`config.mk`:
```
export PLATFORM = sky130hd
export DESIGN_NAME = vga_pattern_gen
export DESIGN_NICKNAME = d
export VERILOG_FILES = /design/src/rtl/vga_pattern_gen.sv
export SDC_FILE = /design/constraint.sdc
export NUM_CORES = 1
export LEC_CHECK = 0
export ABC_AREA = 1
export CAP_MARGIN = 40
export CORE_ASPECT_RATIO = 0.75
export CORE_UTILIZATION = 51
export DETAILED_ROUTE_END_ITERATION = 16
export PLACE_DENSITY = 0.76
export SLEW_MARGIN = 20
export SYNTH_ARGS = -nofsm -noshare
export SYNTH_HDL_FRONTEND = slang
export SYNTH_SLANG_ARGS = --single-unit
```
`constraint.sdc`:
```
create_clock -name clk -period 2 [get_ports clk]
set_clock_uncertainty 0.15 [all_clocks]
set_input_delay 0.4 -clock clk [delete_from_list [all_inputs] [get_ports clk]]
set_output_delay 0.4 -clock clk [all_outputs]
set_load 0.02 [all_outputs]
```
`src/rtl/vga_pattern_gen.sv`:
```
// Per-pixel RGB test-pattern generator fed by the VGA timing generator's disp_ena/col/row.
// Latency: fixed 2 cycles from disp_ena/col/row to de_out/red/green/blue; sof is stage-1 aligned (1 cycle).
// Backpressure: none; streaming pixel pipeline that accepts one pixel every clock.
//
// Ports:
//   clk, rst_n         pixel clock, asynchronous active-low reset
//   disp_ena, col, row active-video flag and pixel coordinates from the timing generator
//   mode               requested pattern (0 bars, 1 checker, 2 grid, 3 bouncing box), latched at frame start
//   de_out             disp_ena delayed to line up with the colour outputs
//   red, green, blue   pixel colour, black whenever the delayed display-enable is low
//   sof                one-cycle start-of-frame pulse
// Optional build macro PATTERN_CROSSHAIR_EN: overlays a white crosshair through the screen centre.
module vga_pattern_gen #(
    parameter int H_PIXELS = 150,
    parameter int V_PIXELS = 75,
    parameter int H_BITS   = 8,
    parameter int V_BITS   = 7,
    parameter int RGB_BITS = 4,
    parameter int BOX      = 8
) (
    input  logic                clk,
    input  logic                rst_n,
    input  logic                disp_ena,
    input  logic [H_BITS-1:0]   col,
    input  logic [V_BITS-1:0]   row,
    input  logic [1:0]          mode,
    output logic                de_out,
    output logic [RGB_BITS-1:0] red,
    output logic [RGB_BITS-1:0] green,
    output logic [RGB_BITS-1:0] blue,
    output logic                sof
);

    localparam int                BAR_W = H_PIXELS / 8;
    localparam logic [H_BITS-1:0] X_MAX = H_BITS'(H_PIXELS - BOX);
    localparam logic [V_BITS-1:0] Y_MAX = V_BITS'(V_PIXELS - BOX);

    // Stage 1 registers; r_ena1 doubles as the previous-cycle disp_ena (ena_d)
    logic              r_ena1;
    logic [H_BITS-1:0] r_col1;
    logic [V_BITS-1:0] r_row1;
    logic              r_sof;

    // Per-frame state
    logic [1:0]        r_active_mode;
    logic [H_BITS-1:0] r_box_x;
    logic [V_BITS-1:0] r_box_y;
    logic              r_dir_x;   // 1 = moving right
    logic              r_dir_y;   // 1 = moving down

    logic              w_sof_det;
    logic [H_BITS-1:0] w_box_x_nxt;
    logic [V_BITS-1:0] w_box_y_nxt;
    logic              w_dir_x_nxt;
    logic              w_dir_y_nxt;

    // A frame starts only when active video rises exactly at the origin.
    assign w_sof_det = disp_ena & ~r_ena1 & (row == '0) & (col == '0);
    assign sof       = r_sof;

    always_ff @(posedge clk or negedge rst_n) begin
        if (!rst_n) begin
            r_ena1 <= 1'b0;
            r_col1 <= '0;
            r_row1 <= '0;
            r_sof  <= 1'b0;
        end else begin
            r_ena1 <= disp_ena;
            r_col1 <= col;
            r_row1 <= row;
            r_sof  <= w_sof_det;
        end
    end

    // Bounce: at an edge the direction flips and the step is taken in the new
    // direction in the same update, so the box never pauses at a wall.
    always_comb begin
        w_box_x_nxt = r_box_x;
        w_dir_x_nxt = r_dir_x;
        if (r_dir_x) begin
            if (r_box_x >= X_MAX) begin
                w_dir_x_nxt = 1'b0;
                w_box_x_nxt = r_box_x - 1'b1;
            end else begin
                w_box_x_nxt = r_box_x + 1'b1;
            end
        end else begin
            if (r_box_x == '0) begin
                w_dir_x_nxt = 1'b1;
                w_box_x_nxt = r_box_x + 1'b1;
            end else begin
                w_box_x_nxt = r_box_x - 1'b1;
            end
        end
    end

    always_comb begin
        w_box_y_nxt = r_box_y;
        w_dir_y_nxt = r_dir_y;
        if (r_dir_y) begin
            if (r_box_y >= Y_MAX) begin
                w_dir_y_nxt = 1'b0;
                w_box_y_nxt = r_box_y - 1'b1;
            end else begin
                w_box_y_nxt = r_box_y + 1'b1;
            end
        end else begin
            if (r_box_y == '0) begin
                w_dir_y_nxt = 1'b1;
                w_box_y_nxt = r_box_y + 1'b1;
            end else begin
                w_box_y_nxt = r_box_y - 1'b1;
            end
        end
    end

    // Mode and box position change only at frame start, so a whole frame
    // is always drawn with one consistent pattern and box position.
    always_ff @(posedge clk or negedge rst_n) begin
        if (!rst_n) begin
            r_active_mode <= 2'd0;
            r_box_x       <= '0;
            r_box_y       <= '0;
            r_dir_x       <= 1'b1;
            r_dir_y       <= 1'b1;
        end else if (w_sof_det) begin
            r_active_mode <= mode;
            r_box_x       <= w_box_x_nxt;
            r_box_y       <= w_box_y_nxt;
            r_dir_x       <= w_dir_x_nxt;
            r_dir_y       <= w_dir_y_nxt;
        end
    end

    // Stage 2 colour: every pattern is full-or-zero per channel, so work
    // with one flag per channel {r,g,b} and widen at the register.
    logic [H_BITS-1:0] w_bar_q;
    logic [2:0]        w_bar_idx;
    logic [H_BITS:0]   w_col_ext;
    logic [H_BITS:0]   w_bx_end;
    logic [V_BITS:0]   w_row_ext;
    logic [V_BITS:0]   w_by_end;
    logic              w_in_box;
    logic [2:0]        w_rgb;

    assign w_bar_q   = r_col1 / H_BITS'(BAR_W);
    assign w_bar_idx = (w_bar_q > H_BITS'(7)) ? 3'd7 : w_bar_q[2:0];

    // One extra bit so box_x+BOX never wraps near the right/bottom edge.
    assign w_col_ext = {1'b0, r_col1};
    assign w_row_ext = {1'b0, r_row1};
    assign w_bx_end  = {1'b0, r_box_x} + (H_BITS+1)'(BOX);
    assign w_by_end  = {1'b0, r_box_y} + (V_BITS+1)'(BOX);
    assign w_in_box  = (w_col_ext >= {1'b0, r_box_x}) && (w_col_ext < w_bx_end) &&
                       (w_row_ext >= {1'b0, r_box_y}) && (w_row_ext < w_by_end);

    always_comb begin
        w_rgb = 3'b000;
        case (r_active_mode)
            // Bar order white,yellow,cyan,green,magenta,red,blue,black
            // reduces to each channel being one inverted index bit.
            2'd0:    w_rgb = {~w_bar_idx[1], ~w_bar_idx[2], ~w_bar_idx[0]};
            2'd1:    w_rgb = {3{r_col1[3] ^ r_row1[3]}};
            2'd2:    w_rgb = {3{(r_col1[3:0] == 4'd0) || (r_row1[3:0] == 4'd0)}};
            default: w_rgb = w_in_box ? 3'b100 : 3'b001;
        endcase
`ifdef PATTERN_CROSSHAIR_EN
        if ((r_col1 == H_BITS'(H_PIXELS / 2)) || (r_row1 == V_BITS'(V_PIXELS / 2))) begin
            w_rgb = 3'b111;
        end
`else
`endif
        if (!r_ena1) begin
            w_rgb = 3'b000;
        end
    end

    always_ff @(posedge clk or negedge rst_n) begin
        if (!rst_n) begin
            de_out <= 1'b0;
            red    <= '0;
            green  <= '0;
            blue   <= '0;
        end else begin
            de_out <= r_ena1;
            red    <= {RGB_BITS{w_rgb[2]}};
            green  <= {RGB_BITS{w_rgb[1]}};
            blue   <= {RGB_BITS{w_rgb[0]}};
        end
    end

endmodule
```
Word-level counts from Yosys, hierarchy flattened
Index checks and enable logic that the tools add are counted. W data, S select, Z words.

Register bits after elaboration: 40. Logic and storage cells: 64. Output and inout port bits: 14.

Reductions and logical operators: 11. Order comparisons: 7. Divide/modulo/power cells: 1. Equality and inequality tests: 2. Bitwise logic cells: 8. Mux-type cells: 16. Add/subtract/negate cells: 6.

Operator list (count): $mux W8 (3); $mux W7 (3); $logic_not A8 Y1 (2); $logic_not A7 Y1 (2); $add A8 B4 Y9 const B (1); $lt A8 B9 Y1 (1); $mux W3 (3); $pmux W3 S3 (1); $add A7 B4 Y8 const B (1); $add A8 B1 Y8 const B (1); $div A8 B5 Y8 const B (1); $ge A8 B8 Y1 (1); $ge A8 B8 Y1 const B (1); $gt A8 B3 Y1 const B (1); $logic_not A4 Y1 (2); $lt A7 B8 Y1 (1); $sub A8 B1 Y8 const B (1); $add A7 B1 Y7 const B (1); $ge A7 B7 Y1 (1); $ge A7 B7 Y1 const B (1); $sub A7 B1 Y7 const B (1); $mux W1 (6); $not A1 Y1 (4); $and A1 B1 Y1 (3); 6 further kinds (8).

Depth between registers and ports, before layout
Gate-level depths: netlist of the first run.

Depth after elaboration: 8. Depth in mapped cells: 14.

Least setup slack after synthesis of the first run
Ideal clock, no wire load.

Path type: flip-flop to flip-flop. Start point: register r_box_y[3]. End point: register, netlist name blue[0]. Setup time: 0.121 ns. Cell stages (with the launch flop): 12. Data arrival time: 1.695 ns. Slack: 0.034 ns. Path through: dfrtp_1 ha_1 xnor2_1 ha_1 a21oi_1 o21ai_0 a21oi_1 nand2_1 nor2_1 nand2_1 nand2_1 a21oi_1.

Cells in the longest elaborated chain, start to end: 6. Elaborated cells on any way between the ends: 8. Classes of those cells: add/sub (1); order compare (2); mux (3); reduce/logical (2).

Ends and longest elaborated chain: from (decl) (line 47) `logic [V_BITS-1:0] r_box_y;`; from (signal assigned) (line 129) `r_box_y <= w_box_y_nxt;`; $add A7 B4 Y8 / $ge A7 B7 Y1 (equally long branches) (line 153, 155); $lt A7 B8 Y1 / $logic_and A1 B1 Y1 (equally long branches) (line 155, 154); $logic_and A1 B1 Y1 (*) (line 155) `(w_row_ext >= {1'b0, r_box_y}) && (w_row_ext < w_by_end);`; $mux W3 (*) (line 165) `default: w_rgb = w_in_box ? 3'b100 : 3'b001;`; $pmux W3 S3 (*) (line 159) `case (r_active_mode)`; $mux W3 (*) (line 173) `if (!r_ena1) begin`; via w_rgb[0] (line 144) `logic [2:0] w_rgb;`.

Mark *: on every way through the listed nets, which the timed path passes. The rest lies on a longest branch. A chain may end at the register's enable or synchronous reset.

Final worst setup path of the first run
Start point: register r_box_y[3]. End point: register, netlist name blue[0].

Cells in the longest elaborated chain, start to end: 6. Elaborated cells on any way between the ends: 8. Classes of those cells: add/sub (1); order compare (2); mux (3); reduce/logical (2).

Ends and longest elaborated chain (line): $add A7 B4 Y8 / $ge A7 B7 Y1 (equally long branches) (153, 155); $lt A7 B8 Y1 / $logic_and A1 B1 Y1 (equally long branches) (155, 154); $logic_and A1 B1 Y1 (*) (155); $mux W3 (*) (165); $pmux W3 S3 (*) (159); $mux W3 (*) (173); via w_rgb[0] (144).

Marked as above.

==> results of run 1 <==
layout by cell type (no fill, tap or decap), types with 2 or more instances in the layout:
cell             instances
o21ai_4                  2
buf_6                    2
or2_1                    2
nor2_2                   5
nor2_4                   3
o21a_1                   2
dfrtp_2                  5
o21ai_0                 10
nand3b_1                 2
nand4_1                 10
xnor2_1                  2
o21ai_1                  4
inv_1                   38
a21oi_2                  6
nor2_1                  26
clkbuf_8                 5
clkdlybuf4s50_1         32
dfrtp_1                 33
nor4_1                   4
dfstp_2                  2
ha_1                    30
nand2_2                  3
o2111ai_1                2
xor2_1                  18
a21oi_1                 16
ha_4                     4
inv_2                    7
buf_4                   47
nand2_1                 74
o21ai_2                  3
a211oi_1                 2
nand3_2                  3
nor3_1                   7
nand3_1                 25
flip-flops by register name (all words and copies together) (netlist names):
name,count
r_col1,8
r_active_mode,2
r_box_x,8
blue,1
r_box_y,7
green,1
r_dir_y,1
red,1
r_row1,7
sof,1
r_ena1,1
r_dir_x,1
de_out,1
final timing paths:
kind,from,endpoint,cells past startpoint
max,r_box_y[3],blue[0],11
min,rst_n,r_box_x[5],2
max reg2reg,r_box_y[3],blue[0],11
min reg2reg,r_ena1,de_out,0
max in group asynchronous,rst_n,r_box_y[5],2
min in group clk,r_ena1,de_out,0
metrics by stage:
step	utilization	instances
2_1_floorplan	-	384
3_3_place_gp	0.6628	521
3_5_place_dp	0.6628	521
4_1_cts	0.6954	531
5_1_grt	0.7197	534
6_report	0.7197	534
synthesized netlist by cell type, drive strengths merged:
cell type	n	area, um2
a211o	1	8.760
a211oi	2	15.01
a21boi	2	15.01
a21o	1	7.510
a21oi	22	113.9
a41oi	1	8.760
and2	1	6.260
and3b	1	8.760
buf	14	113.9
clkinv	1	3.750
dfrtp	38	950.9
dfstp	2	52.55
ha	35	437.9
inv	47	176.4
nand2	78	295.3
nand3	28	145.1
nand3b	2	15.01
nand4	10	62.56
nor2	34	132.6
nor3	8	45.04
nor4	5	37.53
o2111ai	2	17.52
o211ai	2	20.02
o21a	2	15.01
o21ai	19	110.1
o22ai	1	6.260
o31ai	1	7.510
or2	3	21.27
xnor2	3	26.28
xor2	18	157.7
area by class of cell:
cell class / instances / area, um2
Clock buffer: 5 / 68.82
Clock inverter: 2 / 12.51
Fill cell: 422 / 1549
Inverter: 48 / 187.7
Multi-Input combinational cell: 282 / 1903
Sequential cell: 40 / 1010
Tap cell: 75 / 93.84
Timing Repair Buffer: 82 / 700.7
worst max-delay path: stages (launching register included):
cell and delay, ns:
dfrtp_2 0.47, ha_4 0.20, xnor2_4 0.13, ha_1 0.30, a21oi_2 0.12, o21ai_1 0.07
a21oi_1 0.12, nand2_1 0.11, nor2_2 0.13, nand2_1 0.05, nand2_1 0.07, a21oi_2 0.04
metal layers:
metal  vias to the layer above  part of all wire
met3                        18             0.070
met1                      1369              0.47
met4                         0             0.016
met2                       133              0.44
met5                         -                 0
li1                       1422                 -
cell families (layout without fill, tap and decap cells):
| logic type | Yosys count | count (layout) | share of synthesized area |
|---|---|---|---|
| flops | 40 | 40 | 0.3307 |
| buf+inv | 62 | 137 | 0.09690 |
| fa+ha+maj | 35 | 35 | 0.1443 |
| compound gates | 56 | 56 | 0.1138 |
| xor+xnor | 21 | 21 | 0.06062 |
| simple gates | 170 | 170 | 0.2536 |
power by group:
part / switching, uW / internal (uW)
clock: 290 / 236
combinational: 150 / 135
sequential: 27.3 / 830
total: 468 / 1200
repair_timing:
| item | 4_1_cts | 5_1_grt |
|---|---|---|
| setup endpoints to repair | 5 | 14 |
| setup buffers | 3 | 4 |
| gates resized for setup | 20 | 34 |
| pin swaps | 7 | 15 |
==> impl_metrics.csv, run 1 <==
group,metric,value,unit
status,outcome,"complete, but fails checks",
status,violations,"negative setup slack",
timing,rsz0062_at_grt,"true",
min_path,hold_class,"in -> async",
yosys,yosysWarnings,0,
timing,hold_violations,0,
routing,routed_wl,7.914,mm
clock_tree,clkTransAtPathRegs,0.08,ns
grt,track_usage,0.2720,
grt,gr-usage-met1,0.3664,
critical_path,cp_max_fo,5,
routing,drc,0,
pwr,p_leak,0.001892,uW
cells_and_area,fin_area,0.003976,mm2
critical_path,crit_type,"reg -> reg",
floorplanning,fp.dieArea,0.006265,mm2
timing,relSlewSlack,0.6566,
routing,via_per_inst,5.509,
yosys,synth.distinct_cells,43,
routing,first_pass_iters,7,
timing,setup_viol,2,
cells_and_area,drive_gt1_frac,0.2418,
floorplanning,io_pins,34,
timing,min_period_over_period,1.041,
timing,tns,-0.09403,ns
clock_tree,cts_root_buffer,"clkbuf_8",
placement,gp_routability_congestion,0.9238,
cells_and_area,syn2layout_area_growth,31.05,%
placement,placed_area,0.003662,mm2
pwr,ir_drop,0.3039,mV
timing,tightest_slew,0.5152,ns
routing,vias,2942,
timing,fin_hold_ws,0.0003490,ns
timing,setup_ws,-0.08110,ns
timing,slew_violations,0,
placement,post-place-ws,-0.3159,ns
routing,wl_per_cell,14.82,um
critical_path,cp.required,2.03,ns
placement,io_buffers,33,
cells_and_area,nNetsFinal,514,
clock_tree,cts.path.max_buffers,2,
floorplanning,die_w,91.07,um
grt,antenna_found_initial,0,
grt,grt_pass1_wl,13.06,mm
routing,antenna_left,0,
grt,use_met3,0.04605,
floorplanning,coreArea,0.005525,mm2
clock_tree,cts-htree-levels,2,
grt,grt_start_max_net_pins,41,
grt,use_met2,0.4574,
job,cap_violations,0,
critical_path,end_kind,"register",
clock_tree,clkSinkCount,40,
routing,drt_iter0_markers,219,
clock_tree,worst_skew_pair.late_latency,0.29,ns
grt,gr-max-usage-layer,"met2",
pwr,power_density,419.7,mW/mm2
cells_and_area,antenna_cells,0,
yosys,syn-num-nets,439,
placement,place_hpwl,6.069,mm
yosys,postSynthCellCount,384,
floorplanning,initial_core_util,0.5491,
critical_path,cp.arrival,2.11,ns
clock_tree,cts_tree,"done",
pwr,power,1669,uW
yosys,synth_area,0.003034,mm2
floorplanning,die_y,68.80,um
yosys,synth-seq-cells,40,
clock_tree,cts_hold_buffers,0,
critical_path,startpoint_type,"register",
timing,fin_crit,2.081,ns
clock_tree,cts_buffers,5,
yosys,syn_area_per_cell,7.901,um2
timing,max_freq,480.5,MHz
grt,grt_pass1_vias,2768,
yosys,ys_seq_area_frac,0.3307,
critical_path,r2r_slack,-0.08,ns
floorplanning,fp-row-count,23,
grt,grt_overflow,0,
(Power assumes the default switching activity.)
==> inputs of run 2 (changes only) <==
--- a/config.mk
+++ b/config.mk
@@ -6,7 +6,7 @@
 export NUM_CORES = 1
 export LEC_CHECK = 0
 export ABC_AREA = 1
-export CAP_MARGIN = 40
+export CAP_MARGIN = 20
 export CORE_ASPECT_RATIO = 0.75
 export CORE_UTILIZATION = 51
 export DETAILED_ROUTE_END_ITERATION = 16
==> results of run 2 <==
The final DEF is identical to that of run 1; final timing and power are the same.
